==> src/rtl/intra_ref_fetch.sv <==
// Reference-row fetcher: reads top/top-right neighbours from the intra SRAM B port
// and streams them as 4-pixel words over valid/ready through a 2-entry buffer.
module intra_ref_fetch #(
  parameter int                WORD_W  = 32,
  parameter int                ADDR_W  = 6,
  parameter logic [WORD_W-1:0] DC_WORD = WORD_W'(32'h8080_8080)
) (
  input  logic              clk,
  input  logic              rst_n,
  input  logic              start_i,
  input  logic [1:0]        size_i,
  input  logic [ADDR_W-1:0] base_addr_i,
  input  logic              avail_i,
  output logic              cenb_o,
  output logic              oenb_o,
  output logic [ADDR_W-1:0] addrb_o,
  input  logic [WORD_W-1:0] datab_i,
  output logic              ref_val_o,
  input  logic              ref_rdy_i,
  output logic [WORD_W-1:0] ref_dat_o,
  output logic              ref_last_o,
  output logic              busy_o,
  output logic              done_o
);

  typedef enum logic [1:0] {S_IDLE, S_FETCH, S_DRAIN, S_DONE} state_t;

  state_t              r_state;
  logic [1:0]          r_size;
  logic [ADDR_W-1:0]   r_base;
  logic                r_avail;
  logic [4:0]          r_issue_cnt;
  logic                r_inflight;
  logic                r_inflight_last;
  logic [WORD_W-1:0]   r_fifo_dat [2];
  logic [1:0]          r_fifo_last;
  logic                r_wr_ptr;
  logic                r_rd_ptr;
  logic [1:0]          r_fifo_cnt;

  logic [4:0]          w_n;
  logic                w_pop;
  logic                w_push;
  logic [2:0]          w_occ;
  logic                w_issue;

  assign w_n    = 5'd2 << r_size;
  assign w_pop  = ref_val_o & ref_rdy_i;
  assign w_push = r_inflight;
  // Occupancy the FIFO will hold once this cycle's pop and in-flight capture settle.
  assign w_occ   = 3'(r_fifo_cnt) + 3'(r_inflight) - 3'(w_pop);
  assign w_issue = (r_state == S_FETCH) && (r_issue_cnt < w_n) && (w_occ < 3'd2);

  // Unavailable neighbours follow the same schedule but never enable the SRAM.
  assign cenb_o     = ~(w_issue & r_avail);
  assign addrb_o    = r_base + ADDR_W'(r_issue_cnt);
  assign busy_o     = (r_state != S_IDLE);
  assign oenb_o     = ~busy_o;
  assign done_o     = (r_state == S_DONE);
  assign ref_val_o  = (r_fifo_cnt != 2'd0);
  assign ref_dat_o  = r_fifo_dat[r_rd_ptr];
  assign ref_last_o = ref_val_o & r_fifo_last[r_rd_ptr];

  always_ff @(posedge clk or negedge rst_n) begin
    if (!rst_n) begin
      r_state         <= S_IDLE;
      r_size          <= '0;
      r_base          <= '0;
      r_avail         <= 1'b0;
      r_issue_cnt     <= '0;
      r_inflight      <= 1'b0;
      r_inflight_last <= 1'b0;
      r_fifo_dat[0]   <= '0;
      r_fifo_dat[1]   <= '0;
      r_fifo_last     <= '0;
      r_wr_ptr        <= 1'b0;
      r_rd_ptr        <= 1'b0;
      r_fifo_cnt      <= '0;
    end else begin
      r_inflight      <= w_issue;
      r_inflight_last <= w_issue && (r_issue_cnt == w_n - 5'd1);
      if (w_issue) r_issue_cnt <= r_issue_cnt + 5'd1;

      if (w_push) begin
        r_fifo_dat[r_wr_ptr]  <= r_avail ? datab_i : DC_WORD;
        r_fifo_last[r_wr_ptr] <= r_inflight_last;
        r_wr_ptr              <= ~r_wr_ptr;
      end
      if (w_pop) r_rd_ptr <= ~r_rd_ptr;

      unique case ({w_push, w_pop})
        2'b10:   r_fifo_cnt <= r_fifo_cnt + 2'd1;
        2'b01:   r_fifo_cnt <= r_fifo_cnt - 2'd1;
        default: r_fifo_cnt <= r_fifo_cnt;
      endcase

      unique case (r_state)
        S_IDLE: begin
          if (start_i) begin
            r_size      <= size_i;
            r_base      <= base_addr_i;
            r_avail     <= avail_i;
            r_issue_cnt <= '0;
            r_state     <= S_FETCH;
          end
        end
        S_FETCH: begin
          if (w_issue && (r_issue_cnt + 5'd1 == w_n)) r_state <= S_DRAIN;
        end
        S_DRAIN: begin
          if (w_pop && ref_last_o) r_state <= S_DONE;
        end
        S_DONE: r_state <= S_IDLE;
        default: r_state <= S_IDLE;
      endcase
    end
  end

endmodule

==> config.mk <==
export PLATFORM = sky130hd
export DESIGN_NAME = intra_ref_fetch
export DESIGN_NICKNAME = d
export VERILOG_FILES = /design/src/rtl/intra_ref_fetch.sv
export SDC_FILE = /design/constraint.sdc
export NUM_CORES = 1
export LEC_CHECK = 0
export BUFFER_PORTS_ARGS = -buffer_cell sky130_fd_sc_hd__buf_2
export CELL_PAD_IN_SITES_DETAIL_PLACEMENT = 2
export CELL_PAD_IN_SITES_GLOBAL_PLACEMENT = 2
export CORE_ASPECT_RATIO = 0.6
export CORE_UTILIZATION = 38
export CTS_BUF_LIST = sky130_fd_sc_hd__clkbuf_4 sky130_fd_sc_hd__clkbuf_8
export CTS_CLUSTER_SIZE = 25
export DETAILED_ROUTE_END_ITERATION = 12
export PLACE_DENSITY = 0.93
export SYNTH_ARGS = -nofsm -noshare
export SYNTH_HDL_FRONTEND = slang
export SYNTH_SLANG_ARGS = --single-unit
==> constraint.sdc <==
create_clock -name clk -period 4.75 [get_ports clk]
set_input_delay 0.2375 -clock clk [delete_from_list [all_inputs] [get_ports clk]]
set_output_delay 0.2375 -clock clk [all_outputs]
set_load 0.01 [all_outputs]
==> impl_metrics.tcl <==
set metrics [dict create \
    setup_violations 0 \
    synthTopCellsByCount "102 x nand2_1, 88 x dfrtp_1, 58 x o21ai_0, 42 x mux2_2, 22 x clkbuf_1" \
    antenna_found_initial 0 \
    clkPwrFrac_pct 15.6 \
    drive_above_1_share_pct 30.4 \
    numCtsBuffers 9 \
    finalCritPeriodShare_pct 63.4 \
    io_pins 89 \
    slew_viol_final 0 \
    diodes 0 \
    grt_max_degree 89 \
    yosys_warnings 0 \
    rows 29 \
    r2r.worst_path.cells 10 \
    dp.cells 633 \
    die_height_um 84.3 \
    syn_nets 492 \
    crit_family "simple AND/OR/NAND/NOR gates" \
    synth_seq_area_share_pct 51.3 \
    grt_pass1_wl_mm 20.3 \
    layoutNonFillerInstCount 649 \
    grt_pass1_vias 3881 \
    synth_ff_type "dfrtp_1" \
    tritoncts "done" \
    sw_frac_of_total_pct 41.2 \
    io_buffers 88 \
    finalNetCount 566 \
    worst_path_largest_cell_delay_ns 0.49 \
    clock-sinks 88 \
    htreeDepth 3 \
    drt-wirelength-per-cell_um 18.5 \
    path_cells "inv_1 > nor2_1 > o21ai_0 > fa_1 > xnor2_1 > nand4b_1 > a21oi_4 > nand2_1 > buf_2" \
    cts_setup_buffers 0 \
    synth_top_cell_area_share_pct 51.3 \
    regToRegStartpoint "r_fifo_cnt[1]" \
    dieArea_um2 11700 \
    grt_overflow 0 \
    power_switching_mw 1.42 \
    place.gp.congestion 0.814 \
    drcViolationCount 7 \
    synthCells 431 \
    ant_nets 0 \
    synthToLayoutAreaGrowth_pct 17.2 \
    violations "DRC" \
    status "finished with violations" \
    start_util_pct 39.8 \
    finClkSkew_ns 0.00905 \
    async_reset_ff_share_pct 100 \
    die_w_um 139 \
    finalHoldViolations 0 \
    drv_cap 0 \
    worstPathMaxFanout 9 \
    clk_pin_slew_ns 0.09 \
    hp-class "primary input to asynchronous set/reset pin" \
    syn-mean-instance-area_um2 9.96 \
    slew_headroom_pct 25.4 \
    yosys.cell_types.count 38 \
    pwr_density_cell_nw_per_um2 684 \
    cp-endpoint "cenb_o" \
    fin_crit_ns 3.01 \
    synth_edf_count 0 \
    grt_use_total_pct 22.1 \
    tightest_slew_ns 1.12 \
    synthesis.area_um2 4290 \
    max_freq_mhz 332 \
    power_leakage_nw 2.49 \
    power.internal_mw 2.02 \
    yosys-top-cells-area "dfrtp_1 51%, mux2_2 11%, nand2_1 8.9%" \
    cp.arrival_ns 2.77 \
    path_class "flop to output port" \
    cp-start-kind "flop" \
    clk_latency_ns 0.35 \
    yosysMostFrequentCell "nand2_1" \
    synth_largest_area_cell "dfrtp_1" \
    routed_wl_mm 12.0 \
    num_vias 3357 \
    cts_buffer_depth 2 \
    first_pass_iters 11 \
    hpwl_mm 8.43 \
    cp.depth 9 \
    setup_tns_ns 0 \
    end_kind "output port" \
    rsz0062_at_grt "false" \
    vias_per_cell 5.17 \
    seqPwrFrac_pct 37.9 \
    worstPathRequired_ns 4.51 \
    ir_drop_v 0.000292 \
    postCtsHoldBufs 0 \
    worstReg2RegEnd "r_state[1]" \
    crit_path_top_delay_cell "dfrtp_1" \
    reg2reg_slack_ns 1.88 \
    core_area_um2 10800 \
    path_buf_inv 2 \
    post_cts_resized 0 \
    cts-root-buf "clkbuf_8" \
    first_iter_violations 157 \
    crit_start "r_fifo_cnt[1]" \
    ys_seq_elements 88 \
    combPwrFrac_pct 46.4 \
]
[final cells by class]
cell class                 count  area (um2)
fill                        1149        5740
sequential                    88        2200
multi-input combinational    302        1930
timing repair buffer          92         473
tap                          139         174
clock buffer                  10         138
clock inverter                 6        67.6
inverter                      12        45.0
[stage by stage]
stage	util [%]	setup WS, ns	hold WS [ns]	area (um2)	power [mW]
6_report	46.7	1.74	0.0872	5030	3.44
5_1_grt	46.7	1.48	0.102	5030	3.71
4_1_cts	46.7	1.66	0.0976	5030	3.50
3_5_place_dp	44.8	1.95	0.470	4830	2.93
3_3_place_gp	44.8	2.20	0.455	4830	2.77
2_1_floorplan	-	2.35	-0.0581	4290	2.32
[power groups by stage]
stage	clock network [mW]	registers, mW	logic (mW)
finish	0.538	1.31	1.60
global route	0.588	1.35	1.78
CTS	0.556	1.31	1.63
detailed placement	0	1.31	1.61
global placement	0	1.27	1.50
floorplan	0	1.21	1.11
[cells by family after synthesis]
group	synth area share [%]
and+or+nand+nor	13.6
DFF	51.3
buffers and inverters	3.82
muxes	12.1
xor gates and xnor gates	3.06
adders and majority gates	5.01
AOI/OAI and AO/OA	11.2
[placed cells by master, fill, tap and decap left out, drive strengths merged, types with 2 or more instances in the layout]
cell and count:
clkinvlp 2, xor2 5, dfrtp 88, buf 92, o211ai 2, nor2 14
clkinv 2, nand2b 4, nand2 102, clkbuf 10, nand3 3, a21oi 6
nor3 2, inv 13, ha 14, mux2 43, a31oi 3, xnor2 10
nor2b 5, fa 2, o21ai 68, nand4 3, a21o 2, mux2i 3
o2111ai 2
[worst min-delay path by stage]
stage / from / end / cells after the start
after CTS: base_addr_i[0] / r_base[0] / 2
after floorplan: rst_n / r_avail / 0
final: rst_n / r_fifo_dat[5] / 1
after detailed placement: r_fifo_dat[34] / r_fifo_dat[34] / 2
after global placement: r_fifo_dat[24] / r_fifo_dat[24] / 2
after global routing: base_addr_i[0] / r_base[0] / 2
[per-layer routing]
layer	global-route usage, %	part of all wire (%)
met5	0	0
met4	3.84	0.32
met3	4.68	3.3
met2	38.1	50
met1	29.0	46
[sequential cells by signal, indices dropped and copies added, names as in the netlist]
name	count
r_issue_cnt	5
r_inflight	1
r_fifo_dat	64
r_size	2
r_base	6
r_fifo_last	2
r_state	2
r_rd_ptr	1
r_avail	1
r_wr_ptr	1
r_fifo_cnt	2
r_inflight_last	1
(Power assumes the default switching activity.)
